`src/rtl/ysyx_24080006_mdu_ctrl.sv`:
```
// ysyx_24080006_mdu_ctrl
//   Sequencer between EX-stage issue and the iterative multiply/divide unit.
//   Takes one MUL/MULH/DIV/REM request at a time and latches its operands.
//   Drives mdu_valid for the whole multi-cycle run and captures the one-cycle result.
//   Returns the result with valid/ready handshaking.
//   Grants the shared ALU adder to the MDU while a run is in flight.
//   Handles pipeline flush.
//   Answers a repeat of the last request from a 1-entry result cache.
// Ports
//   clock, reset_n          clock, asynchronous active-low reset
//   flush                   kill in-flight/pending request
//   req_valid/req_ready     request handshake; req_a, req_b, req_set = operands/op
//   resp_valid/resp_ready   response handshake; resp_data = result
//   mdu_a, mdu_b, mdu_set   latched operands/op to MDU; mdu_valid = run enable
//   mdu_ready, mdu_o        MDU finish pulse and result (valid only with mdu_ready)
//   adder_grant             shared ALU adder belongs to the MDU
//   perf_busy               saturating count of cycles with mdu_valid=1

package ysyx_24080006_mdu_pkg;
    typedef enum logic [1:0] {
        ALU_MULL = 2'd0,
        ALU_MULH = 2'd1,
        ALU_DIV  = 2'd2,
        ALU_REM  = 2'd3
    } mdu_op_t;

    typedef struct packed {
        mdu_op_t op;
        logic    signed_a;
        logic    signed_b;
    } mdu_set_t;
endpackage

module ysyx_24080006_mdu_ctrl
    import ysyx_24080006_mdu_pkg::*;
#(
    parameter int CACHE_EN = 1,
    parameter int PERF_W   = 32
) (
    input  logic              clock,
    input  logic              reset_n,
    input  logic              flush,
    input  logic              req_valid,
    output logic              req_ready,
    input  logic [31:0]       req_a,
    input  logic [31:0]       req_b,
    input  mdu_set_t          req_set,
    output logic              resp_valid,
    input  logic              resp_ready,
    output logic [31:0]       resp_data,
    output logic [31:0]       mdu_a,
    output logic [31:0]       mdu_b,
    output mdu_set_t          mdu_set,
    output logic              mdu_valid,
    input  logic              mdu_ready,
    input  logic [31:0]       mdu_o,
    output logic              adder_grant,
    output logic [PERF_W-1:0] perf_busy
);

    typedef enum logic [1:0] {
        S_IDLE  = 2'd0,
        S_RUN   = 2'd1,
        S_DRAIN = 2'd2,
        S_RESP  = 2'd3
    } state_t;

    state_t   state, state_nxt;
    logic     accept;
    logic     cache_hit;
    logic     capture;

    logic        cache_vld;
    logic [31:0] cache_a;
    logic [31:0] cache_b;
    mdu_set_t    cache_set;
    logic [31:0] cache_data;

    assign cache_hit = (CACHE_EN != 0) && cache_vld && (cache_set == req_set) &&
                       (cache_a == req_a) && (cache_b == req_b);

    always_ff @(posedge clock or negedge reset_n) begin
        if (!reset_n) begin
            state <= S_IDLE;
        end else begin
            state <= state_nxt;
        end
    end

    always_comb begin
        state_nxt   = state;
        // reset_n gates req_ready so nothing is accepted while reset is held
        req_ready   = (state == S_IDLE) && !flush && reset_n;
        accept      = req_valid && req_ready;
        mdu_valid   = 1'b0;
        adder_grant = 1'b0;
        resp_valid  = 1'b0;
        capture     = 1'b0;
        case (state)
            S_IDLE: begin
                if (accept) begin
                    state_nxt = cache_hit ? S_RESP : S_RUN;
                end
            end
            S_RUN: begin
                mdu_valid   = 1'b1;
                adder_grant = 1'b1;
                if (mdu_ready) begin
                    capture   = !flush;
                    state_nxt = flush ? S_IDLE : S_RESP;
                end else if (flush) begin
                    state_nxt = S_DRAIN;
                end
            end
            S_DRAIN: begin
                // the MDU cannot be aborted; keep it enabled until it finishes
                mdu_valid   = 1'b1;
                adder_grant = 1'b1;
                if (mdu_ready) begin
                    state_nxt = S_IDLE;
                end
            end
            S_RESP: begin
                resp_valid = 1'b1;
                if (flush || resp_ready) begin
                    state_nxt = S_IDLE;
                end
            end
            default: state_nxt = S_IDLE;
        endcase
    end

    always_ff @(posedge clock or negedge reset_n) begin
        if (!reset_n) begin
            resp_data  <= '0;
            mdu_a      <= '0;
            mdu_b      <= '0;
            mdu_set    <= '0;
            cache_vld  <= 1'b0;
            cache_a    <= '0;
            cache_b    <= '0;
            cache_set  <= '0;
            cache_data <= '0;
            perf_busy  <= '0;
        end else begin
            if (accept) begin
                mdu_a   <= req_a;
                mdu_b   <= req_b;
                mdu_set <= req_set;
                if (cache_hit) begin
                    resp_data <= cache_data;
                end
            end
            // cache key comes from the latched operands of the finishing run
            if (capture) begin
                resp_data  <= mdu_o;
                cache_vld  <= 1'b1;
                cache_a    <= mdu_a;
                cache_b    <= mdu_b;
                cache_set  <= mdu_set;
                cache_data <= mdu_o;
            end
            if (mdu_valid && (perf_busy != '1)) begin
                perf_busy <= perf_busy + {{(PERF_W-1){1'b0}}, 1'b1};
            end
        end
    end

endmodule
```
`config.mk`:
```
export PLATFORM = sky130hd
export DESIGN_NAME = ysyx_24080006_mdu_ctrl
export DESIGN_NICKNAME = d
export VERILOG_FILES = /design/src/rtl/ysyx_24080006_mdu_ctrl.sv
export SDC_FILE = /design/constraint.sdc
export NUM_CORES = 1
export LEC_CHECK = 0
export ABC_AREA = 1
export ABC_CLOCK_PERIOD_IN_PS = 1700
export BUFFER_PORTS_ARGS = -buffer_cell sky130_fd_sc_hd__buf_2
export CAP_MARGIN = 10
export CORE_UTILIZATION = 35
export CTS_CLUSTER_DIAMETER = 40
export DETAILED_ROUTE_END_ITERATION = 10
export SYNTH_ARGS = -nofsm -noshare
export SYNTH_HDL_FRONTEND = slang
export SYNTH_SLANG_ARGS = --single-unit
```
`constraint.sdc`:
```
create_clock -name clock -period 1.7 [get_ports clock]
set_input_delay 0 -clock clock [delete_from_list [all_inputs] [get_ports clock]]
set_output_delay 0 -clock clock [all_outputs]
set_load 0.02 [all_outputs]
```
==> metrics.txt, run 1 <==
DRC=0; ANT nets after route=0; Die Ht=176.7 um; CP required=2140 ps; Filler cells=2686; combinational share of power=36.8%; crit start category=flop; internal power=17760 uW; largest net degree at the start of global routing=124; number of flops mapped to enable cells by yosys=0; CTS buffer count=41; Via density=4.566; Reg power frac=34.2%; Max Buffers Root-to-Sink=3; diodes inserted=0; Die Wd=176.7 um; Mean Syn Cell Area=8.661 um2; FP Rows=63; violations in the final reports=setup timing; Hold WC Path Type=in -> reg; Clock Power Share=29.0%; Post-Place Cells=1926; Crit-path slowest cell=dfrtp_1; worst-skew pair later-pin latency=500 ps; Global Route Usage Sum=18.64%; crit-path max cell delay=340 ps; vias post-DR=9666; f_max=572.0 MHz; top cell type by total area after synthesis=dfrtp_1; DIE AREA=31240 um2; antenna violations before repair=0; root buffer cell=clkbuf_16; fin cells=2117; layout cell share with drive strength beyond 1=32.14%; H-tree levels=2; period utilization=102.8%; Clk pin slew, worst setup/hold paths=50 ps; Post-synth top cells=nand2_1 (375), dfrtp_1 (235), inv_1 (132), nor2_1 (110), o21ai_0 (82); crit-path cells=inv_1, nand2_1, nand2_1, nor2_1, nand2_1, nor2_2, nand2_1, nor2_2, buf_6, nand4_4, nand2_4, buf_12, nand2_1, nand2_1; Max FO, Critical Path=19; Area Growth Syn to Fin=49.74%; Crit. End Element=flop; WP buf/inv=3; Post-Syn Area=10690 um2; register area share after synthesis=55.02%; drt wl/cell=14.07 um; DP HPWL=20070 um; remaining global-route overflow=0; RSZ-0062 raised after global routing=yes; TritonRoute pass-1 iters=5; clk_skew=13.02 ps; Area contributors post-synth=dfrtp_1 (55%), nand2_1 (13%), mux2_2 (4.7%); VDD IR-drop max=1.009 mV; DRT iter0 DRCs=558; clock sink count=235; drt total wl=29780 um; status=finished with violations; most common cell in the netlist=nand2_1; dpl ws=-320.2 ps; nets=1810; Synth Flop Type=dfrtp_1; max cap viols=0; Distinct cells, synth=35; yosys warns=0; Crit Path Class=reg -> reg; first-pass GRT wire length=47060 um; final setup violating endpoints=27; Final WS setup=-48.33 ps; final hold vios=0; Critical Path AT=2190 ps; vias in the first global route=9312; critical path's top delay family=simple AND/OR/NAND/NOR gates; leak pwr=0.008388 uW; Sw Pwr=10190 uW; total core area=29870 um2; most used cell along the critical path=nand2_1; Final min period=1748 ps; gpl congestion=0.8572; Async SR Flop Fraction=100.0%; max-slew violation count=0; PwrDens=1747 nW/um2; CTS tree=done; top cell type's share of synthesized area=55.02%; Syn Nets=1346; synthesized flop and latch total=235; Rel. slew slack=55.07%; IO Port Bufs=241; # IOs=242; Starting Density=35.78%; Worst-Margin Slew=673.9 ps; switching share of power=36.46%; Syn Inst Count=1234
worst register-to-register path, stage by stage, from the launching register on:
cell and delay [ps]:
dfrtp_1 340, inv_1 50, nand2_1 50, nand2_1 50, nor2_1 100, nand2_1 80
nor2_2 130, nand2_1 70, nor2_2 120, buf_6 130, nand4_4 140, nand2_4 130
buf_12 150, nand2_1 80, nand2_1 60
cell type report:
| cell class | instances | area (um2) | share of cell area [%] |
|---|---|---|---|
| clock inverters | 18 | 205.2 | 1.282 |
| clock buffers | 54 | 1177 | 7.357 |
| inverters | 137 | 531.8 | 3.323 |
| repair buffers | 463 | 3319 | 20.74 |
| well taps | 390 | 488.0 | 3.049 |
| multi-input cells | 818 | 4378 | 27.36 |
| flip-flops and latches | 235 | 5884 | 36.77 |
| repair inverters | 2 | 20.02 | 0.1251 |
registers in the layout (all words and copies together), names as in the netlist, 32 cells and up:
register,count
mdu_a,32
perf_busy,32
resp_data,32
cache_a,32
cache_data,32
cache_b,32
mdu_b,32
stage by stage:
| step | hold slack (ps) | util, % | instance area [um2] | power, uW | setup TNS, ps |
|---|---|---|---|---|---|
| after floorplan | -295.6 | - | 10730 | 15250 | 0 |
| after global placement | 198.3 | 43.95 | 13130 | 18570 | -9441 |
| after detailed placement | 196.4 | 43.95 | 13130 | 18840 | -10340 |
| after CTS | 10.83 | 52.19 | 15590 | 27390 | -1817 |
| after global routing | 51.37 | 53.57 | 16000 | 29800 | -5045 |
| final | 32.08 | 53.57 | 16000 | 27950 | -608.8 |
kinds of logic (layout without fill, tap and decap cells):
family / after synthesis / count (layout) / synth area share, %
AOI/OAI and AO/OA: 145 / 145 / 7.071
adders and majority gates: 6 / 6 / 0.7024
buffers and inverters: 182 / 674 / 6.966
and+or+nand+nor: 582 / 583 / 22.30
DFF: 235 / 235 / 55.02
muxes: 45 / 45 / 4.741
xor gates and xnor gates: 39 / 39 / 3.196
repair_timing:
item,4_1_cts,5_1_grt
hold endpoints to repair,368,0
buffers inserted,0,12
endpoints found under the setup margin,62,116
cloned,0,4
pin swaps,6,17
resized for setup,14,68
hold buffers,103,0
routing by layer:
layer / wire length [um] / GRT usage, %
met3: 1624 / 3.759
met2: 14160 / 30.46
met1: 13360 / 24.93
met5: 0 / 0
met4: 629 / 5.388
cells in the final DEF, fill, tap and decap left out, drive strengths merged:
cell,instances
a21oi,47
a31oi,1
and2,1
and3,1
buf,359
bufinv,3
clkbuf,55
clkinv,9
clkinvlp,4
dfrtp,235
dlygate4sd3,103
ha,6
inv,141
mux2,45
nand2,380
nand3,50
nand3b,2
nand4,16
nor2,114
nor3,14
nor4,5
o21a,1
o21ai,96
xnor2,17
xor2,22
final timing paths:
check	startpoint	to	slack, ps	depth (start not counted)
worst min-delay path	req_valid	mdu_a[2]$_DFFE_PN0P_	30	5
worst max register to register	cache_b[8]$_DFFE_PN0P_	resp_data[22]$_DFFE_PN0P_	-50	14
worst max-delay path	cache_b[8]$_DFFE_PN0P_	resp_data[22]$_DFFE_PN0P_	-50	14
min in group asynchronous	reset_n	cache_b[30]$_DFFE_PN0P_	190	3
max in group asynchronous	reset_n	perf_busy[4]$_DFFE_PN0P_	950	3
worst min register to register	cache_vld$_DFFE_PN0P_	cache_vld$_DFFE_PN0P_	460	2
power groups by stage:
stage	clock (uW)	sequential (uW)	combinational, uW
after floorplan	0	10900	4350
after global placement	0	9530	9040
after detailed placement	0	9620	9220
after CTS	8330	9560	9500
after global routing	8590	9900	11300
final	8100	9570	10300
Note: power is estimated with default switching activity, not from simulation.
==> run 2, diff against run 1 <==
Settings changed: CELL_PAD_IN_SITES_DETAIL_PLACEMENT set to 2, CELL_PAD_IN_SITES_GLOBAL_PLACEMENT set to 2, CORE_UTILIZATION 35 to 29, GPL_TIMING_DRIVEN set to 1, PLACE_DENSITY_LB_ADDON set to 0.1.
==> run 2 against run 1 <==
The run still ends with setup timing left; critical endpoint is now resp_data[7]$_DFFE_PN0P_; highest routed layer unchanged; via count up 10%; global-route usage is 3.1 points higher; routed wire length grew 52%; largest power group unchanged; cell count rose by 6.1%.
==> metrics.txt, run 2 (same netlist as run 1, synthesis figures left out) <==
status=finished with violations (unchanged); violations in the final reports=setup timing (unchanged); Area Growth Syn to Fin=65.48% (was 49.74%); total core area=35910 um2 (was 29870 um2); Die Ht=194.0 um (was 176.7 um); CP startpoint=cache_b[16]$_DFFE_PN0P_ (was cache_b[8]$_DFFE_PN0P_); worst-skew pair later-pin latency=580 ps (was 500 ps); layout cell share with drive strength beyond 1=40.81% (was 32.14%); gpl congestion=0.7544 (was 0.8572); H-tree levels=2 (unchanged); max cap viols=0 (unchanged); Starting Density=29.76% (was 35.78%); vias post-DR=10628 (was 9666); internal power=20600 uW (was 17760 uW); final hold vios=0 (unchanged); CP required=2210 ps (was 2140 ps); DRC=0 (unchanged); Post-Place Cells=2016 (was 1926); largest net degree at the start of global routing=108 (was 124); # IOs=242 (unchanged); TNS Setup=-7275 ps (was -608.8 ps); period utilization=109.3% (was 102.8%); crit-path max cell delay=390 ps (was 340 ps); combinational share of power=37.1% (was 36.8%); ANT nets after route=0 (unchanged); flop2flop setup slack=-160 ps (was -50 ps); TritonRoute pass-1 iters=4 (was 5); fin cells=2246 (was 2117); Via density=4.732 (was 4.566); Clk pin slew, worst setup/hold paths=50 ps (about the same); VDD IR-drop max=0.9975 mV (was 1.009 mV); Crit-path slowest cell=dfrtp_1 (unchanged); final setup violating endpoints=81 (was 27); Clock Power Share=33.0% (was 29.0%); dpl ws=-301.5 ps (was -320.2 ps); critical path's top delay family=simple AND/OR/NAND/NOR gates (unchanged); DP HPWL=26280 um (was 20070 um); Max Buffers Root-to-Sink=3 (unchanged); switching share of power=37.65% (was 36.46%); most used cell along the critical path=nand2_1 (unchanged); nets=1856 (was 1810); Reg area=5887 um2 (was 5884 um2); Hold WC Path Type=in -> async (was in -> reg); Rel. slew slack=67.66% (was 55.07%); Critical Path AT=2370 ps (was 2190 ps); drt wl/cell=20.12 um (was 14.07 um); CTS tree=done (unchanged); PwrDens=1869 nW/um2 (was 1747 nW/um2); Final WS setup=-157.9 ps (was -48.33 ps); leak pwr=0.009145 uW (was 0.008388 uW); max-slew violation count=0 (unchanged); CTS buffer count=49 (was 41); Global Route Usage Sum=21.71% (was 18.64%); drt total wl=45190 um (was 29780 um); Final min period=1858 ps (was 1748 ps); Filler cells=3757 (was 2686); commonest non-fill, non-tap cell in the layout=nand2_1 (unchanged); IO Port Bufs=241 (unchanged); Crit. End Element=flop (unchanged); antenna violations before repair=1 (was 0); DRT iter0 DRCs=266 (was 558); Die Wd=194.0 um (was 176.7 um); FF-to-FF path depth=11 (was 14); f_max=538.2 MHz (was 572.0 MHz); root buffer cell=clkbuf_16 (unchanged); vias in the first global route=11898 (was 9312); Worst path depth=11 (was 14); clock sink count=235 (unchanged); WP buf/inv=2 (was 3); Max FO, Critical Path=6 (was 19); crit start category=flop (unchanged); most frequent cells in the layout=nand2_1 (297), buf_2 (238), dfrtp_1 (230) (was nand2_1 (363), buf_2 (239), dfrtp_1 (232)); Sw Pwr=12440 uW (was 10190 uW); first-pass GRT wire length=64710 um (was 47060 um); crit-path cells=xnor2_1, nand3_1, nor2_1, nand2_1, nor2_2, buf_6, nand4_4, nand2_8, clkbuf_16, nand2_2, nand2_1 (was inv_1, nand2_1, nand2_1, nor2_1, nand2_1, nor2_2, nand2_1, nor2_2, buf_6, nand4_4, nand2_4, buf_12, nand2_1, nand2_1); remaining global-route overflow=0 (unchanged); worst r2r src=cache_b[16]$_DFFE_PN0P_ (was cache_b[8]$_DFFE_PN0P_); RSZ-0062 raised after global routing=yes (unchanged); Worst-Margin Slew=485.1 ps (was 673.9 ps); Reg power frac=29.8% (was 34.2%); Multi-input gate area=4917 um2 (was 4378 um2); clk_skew=29.51 ps (was 13.02 ps); Crit Path Class=reg -> reg (unchanged); DIE AREA=37630 um2 (was 31240 um2); FP Rows=69 (was 63)
## run 2: cell count changes in the layout (fill, tap and decap cells not counted), moves of 8 or more
| cell | delta |
|---|---|
| o21ai_1 | +8 |
| nand2_4 | +15 |
| nand2_1 | -66 |
| clkbuf_16 | +11 |
| nor2_2 | +11 |
| nor2_1 | -29 |
| buf_4 | +15 |
| nor2_4 | +18 |
| buf_12 | +9 |
| o21ai_0 | -9 |
| nand2_2 | +49 |
| bufinv_16 | +11 |
## run 2: power groups by stage
stage | logic (uW) | clock network (uW) | registers (uW)
5_1_grt | 13300 | 11400 | 10200
6_report | 12300 | 10900 | 9860
3_3_place_gp | 9360 | 0 | 9590
2_1_floorplan | 4350 | 0 | 10900
4_1_cts | 10400 | 11100 | 9670
3_5_place_dp | 9710 | 0 | 9700
## run 2: per-stage QoR
stage                     total power (uW)  hold slack, ps  utilization, %  area [um2]
after floorplan                      15250          -295.6               -       10730
after global placement               18960           70.44           37.37       13420
final                                33050           72.14           49.24       17690
after CTS                            31180           68.60           46.20       16590
after global routing                 34820           86.30           49.24       17690
after detailed placement             19410           69.82           37.37       13420
## run 2: final timing paths
kind                                             to
min                           mdu_a[14]$_DFFE_PN0P_
min in group clock             mdu_a[8]$_DFFE_PN0P_
min reg2reg                   cache_vld$_DFFE_PN0P_
max reg2reg                resp_data[7]$_DFFE_PN0P_
max                        resp_data[7]$_DFFE_PN0P_
max in group asynchronous    cache_b[7]$_DFFE_PN0P_
## run 2: worst register-to-register path, delay by kind of cell (launching register included)
| kind | cells | cell delay, ps |
|---|---|---|
| xor gates and xnor gates | 1 | 160 |
| buffers and inverters | 2 | 300 |
| DFF | 1 | 390 |
| and+or+nand+nor | 8 | 950 |
## run 2: final cells by class
cell class	instances	share of cell area (%)
diodes	1	0.01415
clock buffers	55	7.117
clock inverters	36	3.346
inverters	137	2.993
multi-input cells	817	27.80
flip-flops and latches	235	33.29
well taps	461	3.261
repair buffers	502	22.04
repair inverters	2	0.1415
## run 2: repair_timing
action / 4_1_cts / 5_1_grt
setup endpoints to repair: 86 / 130
pin swaps: 10 / 38
resized for setup: 55 / 214
hold buffers: 105 / 0
setup buffers: 5 / 20
hold endpoints to repair: 359 / 0
cloned: 1 / 8
## run 2: layer usage
metal,vias up,track usage [%],part of all wire (%)
li1,4922,-,-
met2,249,38.73,52
met4,0,7.672,2.8
met1,5372,25.56,41
met5,-,0,0
met3,85,4.731,4.4
==> run 3, diff against run 2 <==
Settings changed: BUFFER_PORTS_ARGS -buffer_cell sky130_fd_sc_hd__buf_2 to -buffer_cell sky130_fd_sc_hd__buf_4, RECOVER_POWER set to 25.
==> run 3 against run 2 <==
The run still ends with setup timing left; register-to-register slack worse by 60 ps; sequential share of layout area is 0.41 points higher; power is 3.5% lower; clock-buffer cell count is 6 higher; cell count is 1.4% lower; critical endpoint is now resp_data[26]$_DFFE_PN0P_; largest power group unchanged.
==> metrics.txt, run 3 (same netlist as run 1, synthesis figures left out) <==
status=finished with violations (unchanged); violations in the final reports=setup timing (unchanged); most frequent cells in the layout=buf_4 (345), nand2_1 (331), dfrtp_1 (228) (was nand2_1 (297), buf_2 (238), dfrtp_1 (230)); Via density=4.686 (was 4.732); Crit Path Class=reg -> reg (unchanged); first-pass GRT wire length=64080 um (was 64710 um); H-tree levels=2 (unchanged); vias post-DR=10375 (was 10628); gpl congestion=0.7373 (was 0.7544); largest net degree at the start of global routing=108 (unchanged); Max FO, Critical Path=16 (was 6); DRT iter0 DRCs=304 (was 266); PwrDens=1824 nW/um2 (was 1869 nW/um2); worst-skew pair later-pin latency=560 ps (was 580 ps); total power=31880 uW (was 33050 uW); RSZ-0062 raised after global routing=yes (unchanged); clk_skew=18.34 ps (was 29.51 ps); remaining global-route overflow=0 (unchanged); final setup violating endpoints=62 (was 81); CTS buffer count=47 (was 49); Die Wd=194.0 um (unchanged); VDD IR-drop max=0.9373 mV (was 0.9975 mV); drt wl/cell=19.62 um (was 20.12 um); IO Port Bufs=241 (unchanged); dpl ws=-287.7 ps (was -301.5 ps); drt total wl=43440 um (was 45190 um); commonest non-fill, non-tap cell in the layout=buf_4 (was nand2_1); root buffer cell=clkbuf_16 (unchanged); DIE AREA=37630 um2 (unchanged); leak pwr=0.008922 uW (was 0.009145 uW); f_max=522.6 MHz (was 538.2 MHz); crit start category=flop (unchanged); ANT nets after route=0 (unchanged); DRC=0 (unchanged); antenna violations before repair=1 (unchanged); Global Route Usage Sum=21.54% (was 21.71%); Critical path destination=resp_data[26]$_DFFE_PN0P_ (was resp_data[7]$_DFFE_PN0P_); vias in the first global route=11787 (was 11898); Final min period=1913 ps (was 1858 ps); final hold vios=0 (unchanged); total core area=35910 um2 (unchanged); Crit. End Element=flop (unchanged); max cap viols=0 (unchanged); # IOs=242 (unchanged); Reg-to-Reg End=resp_data[26]$_DFFE_PN0P_ (was resp_data[7]$_DFFE_PN0P_); Die Ht=194.0 um (unchanged); Critical Path AT=2400 ps (was 2370 ps); TritonRoute pass-1 iters=4 (unchanged); Hold WC Path Type=in -> reg (was in -> async); Area Growth Syn to Fin=63.52% (was 65.48%); FF-to-FF path depth=13 (was 11); Max Buffers Root-to-Sink=3 (unchanged); Worst-Margin Slew=1067 ps (was 485.1 ps); nets=1826 (was 1856); Clk pin slew, worst setup/hold paths=60 ps (was 50 ps); Filler cells=3750 (was 3757); Rel. slew slack=28.87% (was 67.66%); flop2flop setup slack=-210 ps (was -160 ps); Final WS setup=-213.5 ps (was -157.9 ps); period utilization=112.6% (was 109.3%); layout cell share with drive strength beyond 1=36.02% (was 40.81%); CP required=2190 ps (was 2210 ps); clock sink count=235 (unchanged); Worst Hold Slack=21.45 ps (was 72.14 ps); Starting Density=29.76% (unchanged); max-slew violation count=0 (unchanged); worst r2r src=cache_b[20]$_DFFE_PN0P_ (was cache_b[16]$_DFFE_PN0P_); CTS tree=done (unchanged); FP Rows=69 (unchanged); CP startpoint=cache_b[20]$_DFFE_PN0P_ (was cache_b[16]$_DFFE_PN0P_); DP HPWL=25920 um (was 26280 um)
==> run 3: changes by cell type in the layout (fill, tap and decap cells not counted), moves of 14 or more <==
cell / change
nor2_1: +24
buf_4: +230
nand2_1: +34
buf_2: -238
nand2_2: -35
nor2_4: -14
==> run 3: what timing repair did <==
action / 4_1_cts / 5_1_grt
setup endpoints to repair: 73 / 89
setup buffers: 8 / 13
endpoints found under the hold margin: 333 / 0
hold buffers: 103 / 0
gates resized for setup: 39 / 134
cloned: 1 / 4
pin swaps: 11 / 23
==> run 3: how the worst min path moves through the flow <==
stage | startpoint | to | slack, ps | depth (start not counted)
final | resp_ready | state[1]$_DFFE_PN0P_ | 20 | 6
after detailed placement | reset_n | mdu_b[31]$_DFFE_PN0P_ | 90 | 2
after CTS | req_valid | mdu_a[10]$_DFFE_PN0P_ | 8 | 6
after floorplan | reset_n | cache_a[0]$_DFFE_PN0P_ | -300 | 0
after global routing | req_valid | mdu_a[10]$_DFFE_PN0P_ | 70 | 6
after global placement | reset_n | mdu_b[24]$_DFFE_PN0P_ | 80 | 2
==> run 3: routing by layer <==
metal  vias up  wire length, um  GRT usage (%)
met5         -                0              0
met4         0             1038          6.614
met3        74             2039          4.523
met2       236            22260          38.37
met1      5207            18100          25.88
li1       4858                -              -
==> run 3: metrics by stage <==
stage	std cells	instance area (um2)	setup TNS, ps	util [%]
after global routing	2214	17480	-28430	48.66
after CTS	2197	16820	-5649	46.84
after detailed placement	1998	13860	-9641	38.60
after global placement	1998	13860	-5921	38.60
final	2214	17480	-6901	48.66
after floorplan	1234	10730	0	-
==> run 3: area by class of cell <==
cell class,instances,area [um2],area share [%]
well taps,461,576.8,3.300
repair buffers,474,4065,23.26
inverters,137,550.5,3.150
diodes,1,2.502,0.01432
repair inverters,2,36.28,0.2076
multi-input cells,817,4673,26.74
clock inverters,26,341.6,1.954
flip-flops and latches,235,5889,33.70
clock buffers,61,1341,7.675
==> run 3: critical path, cell delays in order, from the launching register on <==
cell and delay [ps]:
dfrtp_1 410, nand2_1 80, nand2_1 60, nor2_2 150, nand2_2 90, nor2_2 110
nand2_1 60, nor2_1 90, buf_4 140, nand4_4 140, nand2_4 170, buf_16 170
nand2_1 80, nand2_1 90
==> run 3: power breakdown <==
group	leakage (uW)	switching (uW)	internal, uW
logic	0.00523	6950	5260
registers	0.00289	1740	8100
clock network	0.000797	3220	6610
total	0.00892	11900	20000
